## src/rtl/text_letter_encoder.sv

```systemverilog
// ASCII string -> 5-bit letter code encoder feeding the overlay letter BRAM and the text renderer.
// Optional LOWERCASE_FOLD_EN: fold 'a'..'z' onto the same codes as 'A'..'Z'.
module text_letter_map (
  input  logic [7:0] ascii_i,
  output logic [4:0] code_o
);
  always_comb begin
    code_o = 5'd26;
    if (ascii_i >= 8'h41 && ascii_i <= 8'h5A) code_o = 5'(ascii_i - 8'h41);
`ifdef LOWERCASE_FOLD_EN
    else if (ascii_i >= 8'h61 && ascii_i <= 8'h7A) code_o = 5'(ascii_i - 8'h61);
`else
    else code_o = 5'd26;
`endif
  end
endmodule

module text_letter_encoder #(
  parameter int TEXT_LEN_MAX = 20,
  parameter int ADDR_W       = 5,
  parameter int BASE_ADDR    = 0
) (
  input  logic                      clock_27mhz,
  input  logic                      reset_n,
  input  logic [TEXT_LEN_MAX*8-1:0] char_array,
  input  logic                      char_array_rdy,
  input  logic [5:0]                num_char,
  output logic                      wr_en,
  output logic [ADDR_W-1:0]         wr_addr,
  output logic [4:0]                wr_data,
  input  logic                      wr_ready,
  output logic [TEXT_LEN_MAX*5-1:0] letter_array,
  output logic [5:0]                letter_count,
  output logic                      busy,
  output logic                      done
);
  localparam int CW = 6;
  localparam int SW = (TEXT_LEN_MAX > 1) ? $clog2(TEXT_LEN_MAX) : 1;

  typedef enum logic [1:0] {S_IDLE, S_ENCODE, S_PAD, S_DONE} state_t;

  state_t                         state_q, state_d;
  logic                           rdy_q;
  logic [TEXT_LEN_MAX-1:0][7:0]   chars_q, chars_d;
  logic [CW-1:0]                  cnt_q, cnt_d, idx_q, idx_d;
  logic                           wr_en_q, wr_en_d;
  logic [ADDR_W-1:0]              wr_addr_q, wr_addr_d;
  logic [4:0]                     wr_data_q, wr_data_d;
  logic [TEXT_LEN_MAX-1:0][4:0]   letter_q, letter_d;
  logic                           busy_q, busy_d, done_q, done_d;

  // Element g of the packed arrays holds typed position TEXT_LEN_MAX-1-g.
  logic [TEXT_LEN_MAX-1:0][4:0]   code_w;

  for (genvar g = 0; g < TEXT_LEN_MAX; g++) begin : g_map
    text_letter_map u_map (.ascii_i(chars_q[g]), .code_o(code_w[g]));
  end

  logic          rise, accept;
  logic [CW-1:0] idx_nxt;
  logic [SW-1:0] pos_cur, pos_nxt;
  logic [4:0]    code_cur, code_nxt;

  assign rise     = char_array_rdy && !rdy_q;
  assign accept   = wr_en_q && wr_ready;
  assign idx_nxt  = idx_q + CW'(1);
  assign pos_cur  = SW'(TEXT_LEN_MAX-1) - SW'(idx_q);
  assign pos_nxt  = SW'(TEXT_LEN_MAX-1) - SW'(idx_nxt);
  // Slots at or beyond the clamped count are padded with blanks.
  assign code_cur = (idx_q   < cnt_q) ? code_w[pos_cur] : 5'd26;
  assign code_nxt = (idx_nxt < cnt_q) ? code_w[pos_nxt] : 5'd26;

  always_comb begin
    state_d   = state_q;
    chars_d   = chars_q;
    cnt_d     = cnt_q;
    idx_d     = idx_q;
    wr_en_d   = wr_en_q;
    wr_addr_d = wr_addr_q;
    wr_data_d = wr_data_q;
    letter_d  = letter_q;
    case (state_q)
      S_IDLE: begin
        wr_en_d = 1'b0;
        if (rise) begin
          chars_d  = char_array;
          cnt_d    = (num_char > CW'(TEXT_LEN_MAX)) ? CW'(TEXT_LEN_MAX) : num_char;
          idx_d    = '0;
          letter_d = {TEXT_LEN_MAX{5'd26}};
          state_d  = (cnt_d == '0) ? S_PAD : S_ENCODE;
        end
      end
      S_ENCODE, S_PAD: begin
        // A write accepted in the abort cycle still lands in letter_array.
        if (accept) begin
          letter_d[pos_cur] = wr_data_q;
          idx_d             = idx_nxt;
        end
        if (!char_array_rdy) begin
          state_d = S_IDLE;
          wr_en_d = 1'b0;
        end else if (!wr_en_q) begin
          wr_en_d   = 1'b1;
          wr_addr_d = ADDR_W'(BASE_ADDR) + ADDR_W'(idx_q);
          wr_data_d = code_cur;
        end else if (accept) begin
          if (idx_q == CW'(TEXT_LEN_MAX-1)) begin
            state_d = S_DONE;
            wr_en_d = 1'b0;
          end else begin
            wr_addr_d = ADDR_W'(BASE_ADDR) + ADDR_W'(idx_nxt);
            wr_data_d = code_nxt;
            state_d   = (idx_nxt >= cnt_q) ? S_PAD : S_ENCODE;
          end
        end
      end
      S_DONE: begin
        wr_en_d = 1'b0;
        if (!char_array_rdy) state_d = S_IDLE;
      end
      default: state_d = S_IDLE;
    endcase
    busy_d = (state_d == S_ENCODE) || (state_d == S_PAD);
    done_d = (state_d == S_DONE);
  end

  always_ff @(posedge clock_27mhz or negedge reset_n) begin
    if (!reset_n) begin
      state_q   <= S_IDLE;
      rdy_q     <= 1'b0;
      chars_q   <= '0;
      cnt_q     <= '0;
      idx_q     <= '0;
      wr_en_q   <= 1'b0;
      wr_addr_q <= ADDR_W'(BASE_ADDR);
      wr_data_q <= 5'd26;
      letter_q  <= {TEXT_LEN_MAX{5'd26}};
      busy_q    <= 1'b0;
      done_q    <= 1'b0;
    end else begin
      state_q   <= state_d;
      rdy_q     <= char_array_rdy;
      chars_q   <= chars_d;
      cnt_q     <= cnt_d;
      idx_q     <= idx_d;
      wr_en_q   <= wr_en_d;
      wr_addr_q <= wr_addr_d;
      wr_data_q <= wr_data_d;
      letter_q  <= letter_d;
      busy_q    <= busy_d;
      done_q    <= done_d;
    end
  end

  assign wr_en        = wr_en_q;
  assign wr_addr      = wr_addr_q;
  assign wr_data      = wr_data_q;
  assign letter_array = letter_q;
  assign letter_count = cnt_q;
  assign busy         = busy_q;
  assign done         = done_q;
endmodule

```

## config.mk

```make
export PLATFORM = sky130hd
export DESIGN_NAME = text_letter_encoder
export DESIGN_NICKNAME = d
export VERILOG_FILES = /design/src/rtl/text_letter_encoder.sv
export SDC_FILE = /design/constraint.sdc
export NUM_CORES = 1
export LEC_CHECK = 0
export BUFFER_PORTS_ARGS = -buffer_cell sky130_fd_sc_hd__buf_2
export CORE_AREA = 2 2 264 266
export CTS_BUF_LIST = sky130_fd_sc_hd__clkbuf_4
export CTS_CLUSTER_SIZE = 10
export DETAILED_ROUTE_END_ITERATION = 12
export DIE_AREA = 0 0 266 268
export GPL_TIMING_DRIVEN = 0
export HOLD_SLACK_MARGIN = 0.12
export PLACE_DENSITY = 0.47
export SETUP_SLACK_MARGIN = 0.1
export SYNTH_ARGS = -nofsm -noshare
export SYNTH_HDL_FRONTEND = slang
export SYNTH_SLANG_ARGS = --single-unit
export TNS_END_PERCENT = 30
```

## constraint.sdc

```tcl
create_clock -name clock_27mhz -period 7.5 [get_ports clock_27mhz]
set_input_delay 0.375 -clock clock_27mhz [delete_from_list [all_inputs] [get_ports clock_27mhz]]
set_output_delay 0.375 -clock clock_27mhz [all_outputs]
set_load 0.02 [all_outputs]
```

==> impl_table.tex <==
\begin{tabular}{lr}
\hline
Metric & Value \\
\hline
\multicolumn{2}{l}{\textbf{Status}} \\
\quad Run status & completed \\
\multicolumn{2}{l}{\textbf{CTS}} \\
\quad Latest clock arrival within the worst-skew pair & 0.86 ns \\
\quad Max Root-Sink Buffers & 3 \\
\quad CTS H-Tree Depth & 3 \\
\quad Clock sink total & 288 \\
\quad Resized Gates After CTS & 0 \\
\quad Number of buffers added by the clock tree synthesis step & 90 \\
\quad TritonCTS clock tree & built \\
\quad Clock tree root driver cell & clkbuf\_4 \\
\quad Clock slew at reported path FFs & 0.07 ns \\
\quad \# Post-CTS Setup Buffers & 0 \\
\quad Number of hold buffers added after cts & 175 \\
\multicolumn{2}{l}{\textbf{Floorplanning}} \\
\quad Floorplan row count & 96 \\
\quad Die outline width & 266 um \\
\quad Die outline area & 0.0713 mm\^{}2 \\
\quad CORE AREA & 0.0682 mm\^{}2 \\
\quad I/O pin total & 289 \\
\quad Initial standard-cell utilization of the core & 25.0\% \\
\quad Die height & 268 um \\
\multicolumn{2}{l}{\textbf{Setup path}} \\
\quad Endpoint class of the critical path & register \\
\quad Endpoint required time on the critical path & 8.26 ns \\
\quad Top fanout value on the critical path & 10 \\
\quad Worst reg2reg setup slack & 2.39 ns \\
\quad Critical path type & register to register \\
\quad Startpoint type of the worst setup path & register \\
\quad Arrival time at the worst endpoint & 5.87 ns \\
\multicolumn{2}{l}{\textbf{Power}} \\
\quad Power density of the placed cells & 393 mW/mm\^{}2 \\
\quad Leakage power & 9.57 nW \\
\quad Worst IR Drop VDD & 0.000174 V \\
\multicolumn{2}{l}{\textbf{Drt}} \\
\quad DRC errors left & 0 \\
\quad Remaining number of nets flagged by the antenna check after routing & 0 \\
\quad WL/cell & 20.6 um \\
\quad Pre-antenna DRT Iters & 6 \\
\quad Total routed wirelength & 66.3 mm \\
\quad Avg Vias per Cell & 5.04 \\
\quad Iteration-0 DRC Markers & 937 \\
\quad Total number of vias & 16200 \\
\multicolumn{2}{l}{\textbf{Yosys}} \\
\quad Synth Cell Area & 0.0170 mm\^{}2 \\
\quad Synthesized flop and latch total & 288 \\
\quad Average cell area after synthesis & 10.0 um\^{}2 \\
\quad Sequential element share of the synthesized area & 42.8\% \\
\quad Warnings from Yosys & 0 \\
\quad Count of mapped cells out of synthesis & 1703 \\
\quad Share of synthesized registers carrying an async set or reset & 100\% \\
\quad Count of flip-flops with a built-in enable after synthesis & 0 \\
\quad Post-synth net total & 1955 \\
\quad Distinct cell type count of the synthesized netlist & 77 \\
\quad Ys flop type & dfrtp\_1 \\
\multicolumn{2}{l}{\textbf{Global routing}} \\
\quad Vias in the first global route & 16500 \\
\quad Wire length of the first global-routing pass & 99.3 mm \\
\quad Global routing usage summed across all routing layers & 18.3\% \\
\quad Pin count of the biggest net entering global routing & 107 \\
\quad Grt ovf & 0 \\
\quad Initial antenna violation count & 2 \\
\multicolumn{2}{l}{\textbf{STA}} \\
\quad Setup violators final & 0 \\
\quad Tightest hold margin & 0.266 ns \\
\quad Pins Over Slew Limit & 0 \\
\quad Final clock skew & 0.0695 ns \\
\quad Max Freq & 196 MHz \\
\quad Accumulated negative setup slack & 0 ns \\
\quad Unrepaired setup endpoints after global routing & no \\
\quad Clock period minus final worst setup slack & 5.11 ns \\
\quad Number of hold violations in the final report & 0 \\
\quad Portion of the clock cycle consumed by the worst path in the final layout & 68.2\% \\
\quad Relative slew slack & 15.4\% \\
\quad Transition at the pin with the smallest max-transition slack & 1.27 ns \\
\multicolumn{2}{l}{\textbf{Cells and area}} \\
\quad Filler cell count & 7049 \\
\quad Synthesis-to-layout area growth & 32.7\% \\
\quad Area taken by multi-input logic gates & 0.00912 mm\^{}2 \\
\quad Nets@finish & 2512 \\
\quad Area taken by flip-flops and latches & 0.00729 mm\^{}2 \\
\quad Finished Cell Area & 0.0226 mm\^{}2 \\
\quad Ratio of cells with drive above 1 in the final layout & 29.9\% \\
\multicolumn{2}{l}{\textbf{Min path}} \\
\quad Min-delay worst type & input port to register \\
\multicolumn{2}{l}{\textbf{Placement}} \\
\quad Half-perimeter wire length of the detailed placement result & 49.9 mm \\
\quad Global placer's final weighted congestion & 0.918 \\
\quad Post-detailed-placement cell area & 0.0196 mm\^{}2 \\
\quad Input/output buffers & 288 \\
\multicolumn{2}{l}{\textbf{Run}} \\
\quad Max-capacitance violation count & 0 \\
\hline
\end{tabular}
==> layer usage <==
layer  up-vias  global-route usage (%)  wire, um
met4         0                    5.82      1780
met3       131                    3.63      3760
met1      8065                    22.0     27200
li1       7471                       -         -
met5         -                       0         0
met2       544                    32.8     33600
==> area by class of cell <==
type                    count  share of cell area [%]
multi-input cells        1258                    40.4
flip-flops and latches    288                    32.2
repair buffers            465                    14.5
well taps                 882                    4.88
clock buffers             125                    4.15
plain buffers              90                    1.62
inverters                  67                    1.11
clock inverters            38                    1.07
diodes                      3                  0.0332
==> per-stage QoR <==
stage / instances / total power, mW / utilization, % / setup WS (ns)
after floorplan: 1703 / 5.53 / - / 4.14
after global placement: 2873 / 7.04 / 28.7 / 0.571
after detailed placement: 2875 / 7.18 / 28.8 / 2.48
after CTS: 3213 / 8.96 / 33.1 / 2.47
after global routing: 3216 / 9.52 / 33.1 / 2.25
final: 3216 / 8.88 / 33.1 / 2.39
==> worst max-delay path: stages (launching register included) <==
cell	delay [ns]
dfrtp_1	0.45
buf_2	0.31
buf_2	0.38
clkbuf_1	0.61
nand3_1	0.42
xnor2_1	0.35
inv_1	0.08
ha_1	0.28
clkbuf_1	0.53
inv_1	0.21
and3_1	0.24
o221ai_1	0.09
a41oi_1	0.22
nor4_1	0.62
o31ai_1	0.19
==> synth_stat cells (6+ instances only) <==
| library cell | n | share of area, % |
|---|---|---|
| clkbuf_1 | 63 | 1.4 |
| xor2_1 | 28 | 1.4 |
| xnor2_1 | 40 | 2.1 |
| nor3_1 | 55 | 1.6 |
| a31oi_1 | 11 | 0.40 |
| buf_1 | 13 | 0.29 |
| or3_1 | 7 | 0.26 |
| nand4_1 | 40 | 1.5 |
| a21oi_1 | 93 | 2.7 |
| nand3_1 | 48 | 1.4 |
| dfrtp_1 | 225 | 33 |
| o21ai_0 | 43 | 1.3 |
| a41oi_1 | 7 | 0.36 |
| dfstp_2 | 63 | 9.7 |
| nor2b_1 | 26 | 0.96 |
| o221ai_1 | 11 | 0.57 |
| o22ai_1 | 65 | 2.4 |
| nand2b_1 | 7 | 0.26 |
| a211oi_1 | 7 | 0.31 |
| nor4_1 | 9 | 0.33 |
| a22o_1 | 67 | 3.4 |
| or3b_2 | 9 | 0.46 |
| buf_2 | 10 | 0.29 |
| ha_1 | 82 | 6.0 |
| nor3b_1 | 25 | 1.1 |
| o311ai_0 | 6 | 0.31 |
| inv_1 | 66 | 1.5 |
| nand2_1 | 133 | 2.9 |
| nor2_1 | 119 | 2.6 |
| and3_1 | 15 | 0.55 |
| and2_1 | 21 | 0.77 |
| mux2_2 | 160 | 11 |
| o211ai_1 | 35 | 1.5 |
| mux4_2 | 6 | 0.79 |
==> registers in the layout (all words and copies together), names as in the netlist <==
register      cells
done              1
letter_array    100
wr_en             1
wr_data           5
wr_addr           5
state_q           2
idx_q             6
chars_q         160
busy              1
letter_count      6
rdy_q             1
==> worst paths after layout <==
check                      cells past startpoint          endpoint            from
setup reg to reg                              14        wr_data[1]        idx_q[0]
hold reg to reg                                2        wr_addr[0]      wr_addr[0]
min in group asynchronous                      3  letter_array[67]         reset_n
max in group asynchronous                      4       chars_q[78]         reset_n
setup / recovery                              14        wr_data[1]        idx_q[0]
hold / removal                                 2             rdy_q  char_array_rdy
==> where the power goes <==
part	switching [mW]	total [mW]	internal, mW	leakage (nW)
Clock	0.755	1.63	0.875	0.687
Sequential	0.656	2.86	2.20	3.43
Combinational	2.71	4.39	1.68	5.46
==> cells in the final DEF (no fill, tap or decap), types with 25 or more instances in the layout <==
master / instances
o21ai_0: 43
clkbuf_4: 125
inv_1: 66
xor2_1: 28
dlygate4sd3_1: 174
nand2_1: 133
clkbuf_1: 63
ha_1: 82
nor3b_1: 25
a22o_1: 67
nor3_1: 55
nand4_1: 40
nand3_1: 48
a21oi_1: 93
o22ai_1: 65
buf_2: 297
xnor2_1: 40
nor2b_1: 26
dfrtp_1: 225
dfstp_2: 63
nor2_1: 119
o211ai_1: 35
mux2_2: 160
clkinv_1: 25
==> logic make-up (layout without fill, tap and decap cells) <==
| logic type | after synthesis | in the layout | share of synthesized area (%) |
|---|---|---|---|
| AO/OA/AOI/OAI | 402 | 402 | 16.3 |
| XOR/XNOR | 70 | 70 | 3.73 |
| adder cells (fa/ha/maj) | 82 | 82 | 6.03 |
| buffers and inverters | 157 | 785 | 3.62 |
| flip-flops | 288 | 288 | 42.8 |
| multiplexers | 169 | 169 | 11.6 |
| other | 0 | 3 | 0 |
| AND/OR/NAND/NOR | 535 | 535 | 15.9 |
No activity file was read; power rests on OpenSTA's default activity.
